===== src/rtl/ahb_lite_pkg.sv =====
// Shared AHB-Lite encodings and the command master FSM state type.
package ahb_lite_pkg;

    localparam logic [1:0] HTRANS_IDLE   = 2'b00;
    localparam logic [1:0] HTRANS_BUSY   = 2'b01;
    localparam logic [1:0] HTRANS_NONSEQ = 2'b10;
    localparam logic [1:0] HTRANS_SEQ    = 2'b11;

    localparam logic [1:0] HRESP_OKAY    = 2'b00;
    localparam logic [1:0] HRESP_ERROR   = 2'b01;

    localparam logic [2:0] HSIZE_BYTE    = 3'b000;
    localparam logic [2:0] HSIZE_HALF    = 3'b001;
    localparam logic [2:0] HSIZE_WORD    = 3'b010;

    localparam logic [2:0] HBURST_SINGLE = 3'b000;

    typedef enum logic [1:0] {
        ST_IDLE = 2'b00,
        ST_ADDR = 2'b01,
        ST_DATA = 2'b10,
        ST_RSP  = 2'b11
    } state_e;

endpackage


===== src/rtl/ahb_lite_cmd_master.sv =====
// Command/response to single-transfer AHB-Lite initiator, one transfer in flight.
// Define AHB_LITE_CMD_MASTER_ALIGN_CHECK_EN to reject misaligned commands instead of clearing low address bits.
module ahb_lite_cmd_master
    import ahb_lite_pkg::*;
#(
    parameter int          ADDR_W    = 32,
    parameter int          DATA_W    = 32,
    parameter logic [3:0]  HPROT_VAL = 4'b0011
) (
    input  logic              HCLK,
    input  logic              HRESETN,
    input  logic              cmd_valid,
    output logic              cmd_ready,
    input  logic              cmd_write,
    input  logic [ADDR_W-1:0] cmd_addr,
    input  logic [2:0]        cmd_size,
    input  logic [DATA_W-1:0] cmd_wdata,
    output logic              rsp_valid,
    input  logic              rsp_ready,
    output logic [DATA_W-1:0] rsp_rdata,
    output logic              rsp_err,
    output logic [ADDR_W-1:0] HADDR,
    output logic [1:0]        HTRANS,
    output logic              HWRITE,
    output logic [2:0]        HSIZE,
    output logic [2:0]        HBURST,
    output logic [3:0]        HPROT,
    output logic              HMASTLOCK,
    output logic [DATA_W-1:0] HWDATA,
    input  logic [DATA_W-1:0] HRDATA,
    input  logic              HREADY,
    input  logic [1:0]        HRESP
);

    function automatic logic [2:0] clamp_size(input logic [2:0] size);
        return (size > HSIZE_WORD) ? HSIZE_WORD : size;
    endfunction

    function automatic logic [ADDR_W-1:0] align_addr(input logic [ADDR_W-1:0] addr,
                                                     input logic [2:0] size);
        logic [ADDR_W-1:0] a;
        a = addr;
        case (size)
            HSIZE_HALF: a[0]   = 1'b0;
            HSIZE_WORD: a[1:0] = 2'b00;
            default:    a      = addr;
        endcase
        return a;
    endfunction

`ifdef AHB_LITE_CMD_MASTER_ALIGN_CHECK_EN
    function automatic logic is_misaligned(input logic [ADDR_W-1:0] addr,
                                           input logic [2:0] size);
        logic m;
        case (size)
            HSIZE_HALF: m = addr[0];
            HSIZE_WORD: m = |addr[1:0];
            default:    m = 1'b0;
        endcase
        return m;
    endfunction
`endif

    state_e              state_r, state_nxt_s;
    logic                cmd_ready_r, cmd_ready_nxt_s;
    logic [1:0]          htrans_r, htrans_nxt_s;
    logic [ADDR_W-1:0]   haddr_r, haddr_nxt_s;
    logic                hwrite_r, hwrite_nxt_s;
    logic [2:0]          hsize_r, hsize_nxt_s;
    logic [DATA_W-1:0]   hwdata_r, hwdata_nxt_s;
    logic                rsp_valid_r, rsp_valid_nxt_s;
    logic [DATA_W-1:0]   rsp_rdata_r, rsp_rdata_nxt_s;
    logic                rsp_err_r, rsp_err_nxt_s;
    logic [2:0]          size_s;
    logic                reject_s;
    logic                bus_err_s;

    assign size_s    = clamp_size(cmd_size);
    assign bus_err_s = (HRESP == HRESP_ERROR);
`ifdef AHB_LITE_CMD_MASTER_ALIGN_CHECK_EN
    assign reject_s  = is_misaligned(cmd_addr, size_s);
`else
    assign reject_s  = 1'b0;
`endif

    // Next-state and next-output computation; every output is registered.
    always_comb begin
        state_nxt_s     = state_r;
        cmd_ready_nxt_s = 1'b0;
        htrans_nxt_s    = HTRANS_IDLE;
        haddr_nxt_s     = haddr_r;
        hwrite_nxt_s    = hwrite_r;
        hsize_nxt_s     = hsize_r;
        hwdata_nxt_s    = hwdata_r;
        rsp_valid_nxt_s = 1'b0;
        rsp_rdata_nxt_s = rsp_rdata_r;
        rsp_err_nxt_s   = rsp_err_r;
        case (state_r)
            ST_IDLE: begin
                if (cmd_valid && cmd_ready_r) begin
                    if (reject_s) begin
                        state_nxt_s     = ST_RSP;
                        rsp_valid_nxt_s = 1'b1;
                        rsp_rdata_nxt_s = {DATA_W{1'b0}};
                        rsp_err_nxt_s   = 1'b1;
                    end else begin
                        state_nxt_s     = ST_ADDR;
                        htrans_nxt_s    = HTRANS_NONSEQ;
                        haddr_nxt_s     = align_addr(cmd_addr, size_s);
                        hwrite_nxt_s    = cmd_write;
                        hsize_nxt_s     = size_s;
                        hwdata_nxt_s    = cmd_write ? cmd_wdata : {DATA_W{1'b0}};
                    end
                end else begin
                    cmd_ready_nxt_s = 1'b1;
                end
            end
            ST_ADDR: begin
                if (HREADY) begin
                    state_nxt_s  = ST_DATA;
                end else begin
                    htrans_nxt_s = HTRANS_NONSEQ;
                end
            end
            ST_DATA: begin
                // Read data is discarded on error since the slave need not drive it.
                if (HREADY) begin
                    state_nxt_s     = ST_RSP;
                    rsp_valid_nxt_s = 1'b1;
                    rsp_err_nxt_s   = bus_err_s;
                    rsp_rdata_nxt_s = (!hwrite_r && !bus_err_s) ? HRDATA : {DATA_W{1'b0}};
                end else begin
                    state_nxt_s     = ST_DATA;
                end
            end
            ST_RSP: begin
                if (rsp_ready) begin
                    state_nxt_s     = ST_IDLE;
                    cmd_ready_nxt_s = 1'b1;
                end else begin
                    rsp_valid_nxt_s = 1'b1;
                end
            end
            default: begin
                state_nxt_s = ST_IDLE;
            end
        endcase
    end

    // State and output registers.
    always_ff @(posedge HCLK or negedge HRESETN) begin
        if (!HRESETN) begin
            state_r     <= ST_IDLE;
            cmd_ready_r <= 1'b0;
            htrans_r    <= HTRANS_IDLE;
            haddr_r     <= {ADDR_W{1'b0}};
            hwrite_r    <= 1'b0;
            hsize_r     <= HSIZE_BYTE;
            hwdata_r    <= {DATA_W{1'b0}};
            rsp_valid_r <= 1'b0;
            rsp_rdata_r <= {DATA_W{1'b0}};
            rsp_err_r   <= 1'b0;
        end else begin
            state_r     <= state_nxt_s;
            cmd_ready_r <= cmd_ready_nxt_s;
            htrans_r    <= htrans_nxt_s;
            haddr_r     <= haddr_nxt_s;
            hwrite_r    <= hwrite_nxt_s;
            hsize_r     <= hsize_nxt_s;
            hwdata_r    <= hwdata_nxt_s;
            rsp_valid_r <= rsp_valid_nxt_s;
            rsp_rdata_r <= rsp_rdata_nxt_s;
            rsp_err_r   <= rsp_err_nxt_s;
        end
    end

    assign cmd_ready = cmd_ready_r;
    assign rsp_valid = rsp_valid_r;
    assign rsp_rdata = rsp_rdata_r;
    assign rsp_err   = rsp_err_r;
    assign HADDR     = haddr_r;
    assign HTRANS    = htrans_r;
    assign HWRITE    = hwrite_r;
    assign HSIZE     = hsize_r;
    assign HWDATA    = hwdata_r;
    assign HBURST    = HBURST_SINGLE;
    assign HPROT     = HPROT_VAL;
    assign HMASTLOCK = 1'b0;

endmodule

===== config.mk =====
export PLATFORM = sky130hd
export DESIGN_NAME = ahb_lite_cmd_master
export DESIGN_NICKNAME = d
export VERILOG_FILES = /design/src/rtl/ahb_lite_pkg.sv /design/src/rtl/ahb_lite_cmd_master.sv
export SDC_FILE = /design/constraint.sdc
export NUM_CORES = 1
export LEC_CHECK = 0
export CORE_UTILIZATION = 39
export DETAILED_ROUTE_END_ITERATION = 16
export PLACE_DENSITY = 0.8
export SYNTH_ARGS = -nofsm -noshare
export SYNTH_HDL_FRONTEND = slang
export SYNTH_SLANG_ARGS = --single-unit

===== constraint.sdc =====
create_clock -name HCLK -period 2 [get_ports HCLK]
set_input_delay 0.4 -clock HCLK [delete_from_list [all_inputs] [get_ports HCLK]]
set_output_delay 0.4 -clock HCLK [all_outputs]
set_load 0.02 [all_outputs]

; ---- Word level (Yosys, flattened, before mapping)
; Index checks and enable logic that the tools add are counted.
[classes]
mux = 19
n_reduce_logical = 9
n_eq_ne = 9
magnitude_cmp = 1
[ops]
columns = op, count
row1 = 32-bit two-way mux, 2
row2 = 2-bit two-way mux, 5
row3 = 2-bit case mux with 4 select lines, 1
row4 = 1-bit two-way mux, 7
row5 = 2-bit inequality test (second input constant), 3
row6 = 2-bit by 1-bit == test with 1-bit output (second input constant), 2
row7 = 2-bit == test (second input constant), 2
row8 = 1-bit case mux with 2 select lines, 2
row9 = 2-bit case mux with 2 select lines, 1
row10 = 2-bit AND reduction, 2
row11 = 3-bit by 1-bit == test with 1-bit output (second input constant), 1
row12 = 3-bit by 2-bit == test with 1-bit output (second input constant), 1
row13 = 3-bit by 2-bit greater-than comparator with 1-bit output (second input constant), 1
row14 = 3-bit two-way mux, 1
row15 = 3-bit AND reduction, 1
row16 = 1-bit logical AND, 2
row17 = 1-bit logical NOT, 2
row18 = 2-bit logical NOT, 1
row19 = 2-bit OR reduction, 1
[word_totals]
inputBits = 107
ff_bits = 107
word_cells = 48

; ---- Logic depth before layout (Yosys ltp)
; Gate-level depths: netlist of the first run.
[depth]
ltp_word = 5
depth_mapped = 7
depth_no_buf = 5

; ---- Worst setup path before layout of the first run
; OpenSTA, ideal clock, no wires.
[synth_path]
kind = register -> register
start = reg state_r[0]
end = reg haddr_r[25] (netlist: HADDR[25])
setup_slack_ns = 0.487
t_arrival_ns = 1.388
path_stages_with_launch = 7
setup_time_ns = 0.125
path_buffers = 2
path_cell_list = dfrtp_1 > inv_1 > ha_1 > nand3_2 > buf_4 > buf_6 > mux2_4
[synth_between]
elab_chain_len = 2
[synth_lines]
columns = item, line
row1 = from (decl), ahb_lite_cmd_master.sv:64  ; state_e state_r, state_nxt_s;
row2 = from (signal assigned), ahb_lite_cmd_master.sv:164  ; state_r <= state_nxt_s;
row3 = 2-bit logical NOT, ahb_lite_cmd_master.sv:98  ; case (state_r)
row4 = 2-bit AND reduction (no source line), n/a
row5 = to (signal assigned), ahb_lite_cmd_master.sv:156  ; haddr_r <= {ADDR_W{1'b0}};
row6 = to (signal assigned), ahb_lite_cmd_master.sv:167  ; haddr_r <= haddr_nxt_s;
row7 = to (decl), ahb_lite_cmd_master.sv:67  ; logic [ADDR_W-1:0] haddr_r, haddr_nxt_s;
; No other way between the ends.
; A chain may end at the register's enable or synchronous reset.

; ---- Worst setup path in the final report of the first run
[layout_path]
start = reg hwrite_r (netlist: HWRITE)
end = out HWRITE
[layout_rtl]
columns = item, line
row1 = from (decl), ahb_lite_cmd_master.sv:68  ; logic hwrite_r, hwrite_nxt_s;
row2 = from (signal assigned), ahb_lite_cmd_master.sv:168  ; hwrite_r <= hwrite_nxt_s;
row3 = to (decl), ahb_lite_cmd_master.sv:24  ; output logic HWRITE,
; No word-level cell between the ends.

==> run summary, run 1 <==
Share of layout cells above drive strength 1 -> 11.9%
Die height -> 105 microns
Syn. warnings -> 0
CP Cell Sequence -> clkdlybuf4s50_1
Total GRT Usage -> 20.4%
Remaining Overflow, GRT -> 0
Crit path arrival time -> 1.54 ns
Via count -> 3261
Fin Clk Skew -> 0.0100 ns
Sequential area share after synthesis -> 64.5%
Maximum vdd drop -> 637 uV
Final-report setup violation count -> 0
Post-synth EDFFs -> 0
Slew @ Worst Pin -> 0.704 ns
Post-route antenna net violation count -> 0
Initial Util -> 40.0%
Leak Pwr -> 2.92 nW
Critical path buffers and inverters -> 1
CP Class -> register to primary output
Core area -> 10300 sq um
H-tree depth -> 3
Sw Ratio -> 35.6%
DRC -> 0
Die Width -> 105 microns
Synthesized area per cell -> 12.4 sq um
Gate power share -> 47.5%
GPL Wtd Cong -> 0.808
PortBufs -> 210
Cells after Synth -> 333
Outcome -> finished, final reports clean
HP Class -> input port to async pin
DR vias/cell -> 4.77
DP Wirelength -> 8030 microns
CP required -> 1.60 ns
Critical Path Fanout Max -> 4
Finished Layout Cells -> 684
CP max stage cell -> clkdlybuf4s50_1
CP max stage delay -> 0.67 ns
Synth Register Bits -> 106
Clock slew at the register clock pins of the worst setup and hold paths -> 0.10 ns
Synth Flop Type -> dfrtp_1
Sequential Power Share -> 37.7%
Fin. Hold Viols -> 0
Final Cell Area -> 6620 sq um
Unrepaired setup endpoints after global routing -> false
Count of different cell masters after synthesis -> 24
Power Density -> 1400 nW/um^2
Max-slew violation count -> 0
IO Pins -> 220
First-pass DRT Iterations -> 4
FILL cells -> 824
1st-iter DRT viols -> 136
Max Clk Rate -> 0.516 GHz
Final Worst Setup Slack -> 0.0610 ns
Ys async rst share -> 100%
Clock buffer depth -> 2
First-pass GRT wire length -> 17600 microns
Clock period minus worst slack -> 1.94 ns
Total Nets Final -> 654
Synth Cell Area -> 4110 sq um
Kind of start point of the critical path -> register
Worst slack, placed -> -0.290 ns
CTS tree -> built
Rows -> 37
Clock Sink Count -> 106
Largest net degree at the start of global routing -> 42
Worst rel slew slack -> 52.9%
Tcrit/Tclk final -> 96.9%
Ant. Diodes -> 0
Internal power -> 5.98 mW
Worst skew pair latency -> 0.36 ns
Area grow syn2layout -> 60.9%
TritonCTS Buffers -> 9
P_sw -> 3.31 mW
Initial antenna violation count -> 0
Crit. End Element -> primary output
Root Buffer -> clkbuf_8
Cell family with most CP delay -> buffers and inverters
Clock power share -> 14.8%
Setup_tns -> 0 ns
WL final -> 10700 microns
Placed cells -> 667
Max_cap viols -> 0
Placement Cell Area -> 6390 sq um
Vias in the first global route -> 3379
Wirelength per Cell -> 15.7 microns
DIE AREA -> 11000 sq um
## cell type report
| type | instances | area, sq um | share of cell area [%] |
|---|---|---|---|
| clock buffer | 11 | 151 | 2.29 |
| sequential | 106 | 2650 | 40.1 |
| tap | 136 | 170 | 2.57 |
| timing repair buffer | 221 | 2230 | 33.7 |
| multi-input combinational | 200 | 1330 | 20.1 |
| clock inverter | 5 | 61.3 | 0.926 |
| inverter | 5 | 18.8 | 0.284 |
## state kept, by name (all words and copies together), names as in the netlist
name and count:
rsp_valid 1, rsp_err 1, HSIZE 3, HADDR 32
cmd_ready 1, state_r 2, HTRANS 1, HWRITE 1
rsp_rdata 32, HWDATA 32
## power groups by stage
stage | Clock [mW] | Combinational, mW | Sequential (mW)
2_1_floorplan | 0 | 1.13 | 4.52
3_3_place_gp | 0 | 4.32 | 3.50
3_5_place_dp | 0 | 4.43 | 3.53
4_1_cts | 1.41 | 4.45 | 3.50
5_1_grt | 1.50 | 4.68 | 3.62
6_report | 1.38 | 4.41 | 3.50
## repair_timing
action,4_1_cts,5_1_grt
setup buffers,0,0
hold buffers,0,0
pin swaps,1,0
gates cloned,1,0
resized for setup,0,1
setup endpoints to repair,32,16
## worst paths after layout
| kind | start | end | slack (ns) | depth (start not counted) |
|---|---|---|---|---|
| worst min register to register | HWDATA[20] | HWDATA[20] | 0.49 | 2 |
| max in group asynchronous | HRESETN | rsp_rdata[27] | 1.27 | 2 |
| worst max register to register | state_r[0] | state_r[0] | 0.17 | 6 |
| worst max-delay path | HWRITE | HWRITE | 0.06 | 1 |
| min in group HCLK | HWDATA[20] | HWDATA[20] | 0.49 | 2 |
| worst min-delay path | HRESETN | HADDR[7] | 0.0008 | 1 |
## cell usage after synthesis, types with 2 or more instances
cell	count	share of area (%)
o21ai_1	5	0.61
mux2_2	27	7.4
nor2b_1	2	0.30
nand2_1	71	6.5
clkbuf_1	12	1.1
conb_1	2	0.18
a22o_1	32	6.8
buf_4	10	1.8
buf_2	7	0.85
mux2_4	6	2.2
ha_1	4	1.2
o21ai_0	33	4.0
inv_1	5	0.46
nor2_1	2	0.18
dfrtp_1	106	64
## cells by family after synthesis
family | after synthesis | synth area share [%]
mux | 33 | 9.58
compound gates | 73 | 12.1
buf+inv | 35 | 4.50
fa+ha+maj | 4 | 1.22
flops | 106 | 64.5
simple gates | 80 | 7.94
other cells | 2 | 0.183
## cell usage in the layout, fill, tap and decap left out, types with 5 or more instances in the layout
cell / count
inv_1: 5
o21ai_1: 5
nand2_1: 71
dfrtp_1: 106
clkbuf_8: 11
a22o_1: 32
conb_1: 9
mux2_2: 27
o21ai_0: 33
mux2_4: 6
clkdlybuf4s50_1: 209
buf_4: 8
## metrics by stage
stage / hold slack, ns / util, % / total power [mW]
final: 0.000828 / 64.4 / 9.29
after global routing: 0.0202 / 64.4 / 9.80
after CTS: 0.0111 / 64.3 / 9.37
after detailed placement: 0.420 / 62.2 / 7.96
after global placement: 0.411 / 62.2 / 7.82
after floorplan: 0.104 / - / 5.65
## metal layers
layer | global-route usage (%) | vias up | wire length [microns]
li1 | - | 1533 | -
met1 | 24.6 | 1559 | 4290
met2 | 35.7 | 158 | 5480
met3 | 6.30 | 11 | 855
met4 | 4.73 | 0 | 111
met5 | 0 | - | 0
Power figures use the tool's default switching activity.
==> run 2: changes to the inputs <==
--- a/config.mk
+++ b/config.mk
@@ -5,6 +5,7 @@
 export SDC_FILE = /design/constraint.sdc
 export NUM_CORES = 1
 export LEC_CHECK = 0
+export CORE_MARGIN = 8
 export CORE_UTILIZATION = 39
 export DETAILED_ROUTE_END_ITERATION = 16
 export PLACE_DENSITY = 0.8
==> run summary, run 2 (synthesis gave the netlist of run 1 again) <==
Reg-to-reg startpoint -> state_r[0] (unchanged)
Total GRT Usage -> 17.1% (was 20.4%)
Ant. Diodes -> 0 (unchanged)
Critical Path Fanout Max -> 4 (unchanged)
Die height -> 119 microns (was 105 microns)
Internal power -> 6.22 mW (was 5.98 mW)
R2R depth -> 6 (unchanged)
Wirelength per Cell -> 17.8 microns (was 15.7 microns)
FILL cells -> 852 (was 824)
Final-report setup violation count -> 0 (unchanged)
H-tree depth -> 3 (unchanged)
DR vias/cell -> 4.78 (was 4.77)
Worst slack, placed -> -0.243 ns (was -0.290 ns)
Hold Path Sink -> HWDATA[5]
CP Cell Sequence -> clkdlybuf4s50_1 (unchanged)
P_sw -> 3.35 mW (was 3.31 mW)
Post-CTS setup buffer count -> 0 (unchanged)
DIE AREA -> 14100 sq um (was 11000 sq um)
Critical path buffers and inverters -> 1 (unchanged)
CP Class -> register to primary output (unchanged)
Largest net degree at the start of global routing -> 59 (was 42)
Clock period minus worst slack -> 1.86 ns (was 1.94 ns)
Most frequent cells in the layout -> clkdlybuf4s50_1 (209), dfrtp_1 (105), nand2_1 (71) (was clkdlybuf4s50_1 (209), dfrtp_1 (106), nand2_1 (71))
Remaining Overflow, GRT -> 0 (unchanged)
TritonCTS Buffers -> 9 (unchanged)
Share of layout cells above drive strength 1 -> 11.2% (was 11.9%)
Sw Ratio -> 35.0% (was 35.6%)
Leak Pwr -> 2.94 nW (was 2.92 nW)
CTS tree -> built (unchanged)
WHS Path Cells -> 2
1st-iter DRT viols -> 176 (was 136)
Clock slew at the register clock pins of the worst setup and hold paths -> 0.09 ns (was 0.10 ns)
Area grow syn2layout -> 61.7% (was 60.9%)
GPL Wtd Cong -> 0.780 (was 0.808)
Initial Util -> 40.0% (unchanged)
Maximum vdd drop -> 713 uV (was 637 uV)
DP Wirelength -> 9270 microns (was 8030 microns)
Total Nets Final -> 651 (was 654)
Rows -> 37 (unchanged)
Clock Sink Count -> 106 (unchanged)
First-pass GRT wire length -> 19300 microns (was 17600 microns)
Tcrit/Tclk final -> 93.2% (was 96.9%)
Gate power share -> 46.5% (was 47.5%)
Worst skew pair latency -> 0.37 ns (was 0.36 ns)
Post-route antenna net violation count -> 0 (unchanged)
Max Clk Rate -> 0.537 GHz (was 0.516 GHz)
Min-delay src -> HWDATA[5]
First-pass DRT Iterations -> 4 (unchanged)
Sequential Power Share -> 36.6% (was 37.7%)
Final Cell Area -> 6650 sq um (was 6620 sq um)
Clock power share -> 17.0% (was 14.8%)
Via count -> 3258 (was 3261)
Initial antenna violation count -> 0 (unchanged)
Slew @ Worst Pin -> 0.669 ns (was 0.704 ns)
Flop2flop setup slack -> 0.16 ns (was 0.17 ns)
Worst rel slew slack -> 55.3% (was 52.9%)
Core area -> 10300 sq um (unchanged)
DRC -> 0 (unchanged)
Power Density -> 1440 nW/um^2 (was 1400 nW/um^2)
Unrepaired setup endpoints after global routing -> false (unchanged)
Commonest non-fill, non-tap cell in the layout -> clkdlybuf4s50_1 (unchanged)
Vias in the first global route -> 3523 (was 3379)
WL final -> 12100 microns (was 10700 microns)
Cell family with most CP delay -> buffers and inverters (unchanged)
Max-slew violation count -> 0 (unchanged)
IO Pins -> 220 (unchanged)
Die Width -> 119 microns (was 105 microns)
Crit path arrival time -> 1.46 ns (was 1.54 ns)
Final Worst Setup Slack -> 0.137 ns (was 0.0610 ns)
Fin Clk Skew -> 0.0125 ns (was 0.0100 ns)
Fin. Hold Viols -> 0 (unchanged)
Outcome -> finished, final reports clean (unchanged)
Max_cap viols -> 0 (unchanged)
Final Power -> 9.57 mW (was 9.29 mW)
Crit. End Element -> primary output (unchanged)
Placement Cell Area -> 6370 sq um (was 6390 sq um)
Clock buffer depth -> 2 (unchanged)
Root Buffer -> clkbuf_8 (unchanged)
CP max stage delay -> 0.64 ns (was 0.67 ns)
Kind of start point of the critical path -> register (unchanged)
HP Class -> register to register (was input port to async pin)
PortBufs -> 210 (unchanged)
CP max stage cell -> clkdlybuf4s50_1 (unchanged)
CP required -> 1.60 ns (about the same)
R2R Path End -> state_r[0] (unchanged)
run 2: layout make-up:
type / count / area, sq um / share of cell area, %
clock buffer: 12 / 155 / 2.33
clock inverter: 4 / 97.6 / 1.47
inverter: 5 / 18.8 / 0.282
multi-input combinational: 200 / 1330 / 20.0
sequential: 106 / 2650 / 39.9
tap: 136 / 170 / 2.56
timing repair buffer: 218 / 2220 / 33.4
run 2: power by group through the flow:
stage / logic (mW) / registers [mW] / clock network, mW
finish: 4.45 / 3.50 / 1.62
global route: 4.73 / 3.61 / 1.74
CTS: 4.51 / 3.50 / 1.67
detailed placement: 4.49 / 3.54 / 0
global placement: 4.39 / 3.48 / 0
floorplan: 1.13 / 4.52 / 0
run 2: worst max-delay path by stage:
stage                          endpoint  startpoint  slack (ns)  cells after the start
after floorplan               HADDR[25]  state_r[0]        0.49                      6
after global placement    rsp_rdata[19]      HREADY       -0.17                      4
after detailed placement  rsp_rdata[13]      HREADY       -0.24                      4
after CTS                  rsp_rdata[2]  state_r[0]        0.06                      5
after global routing         state_r[0]  state_r[0]        0.07                      6
final                            HWRITE      HWRITE        0.14                      1
run 2: routing by layer:
metal | routed length [microns] | track usage [%] | vias to the layer above
met5 | 0 | 0 | -
met4 | 196 | 6.32 | 0
met3 | 1130 | 6.76 | 13
met2 | 6000 | 28.9 | 146
met1 | 4810 | 19.1 | 1565
li1 | - | - | 1534
run 2: metrics by stage:
step	TNS (ns)	util (%)	hold WS, ns	instances
final	0	64.7	0.488	681
after global routing	0	64.7	0.516	681
after CTS	0	64.6	0.494	681
after detailed placement	-7.30	62.0	0.386	663
after global placement	-5.22	62.0	0.382	663
after floorplan	0	-	0.104	340
run 2: tightest hold or removal path: cells and delay by family, from the launching register on:
kind             cells  cell delay (ns)
AO/OA/AOI/OAI        1             0.06
AND/OR/NAND/NOR      1             0.05
flip-flops           1             0.35
run 2: timing repair:
item / CTS / global route
cloned: 1 / 0
resized for setup: 0 / 2
pin swaps: 1 / 0
hold endpoints to repair: 32 / 0
setup endpoints to repair: 24 / 16
hold buffers: 1 / 0
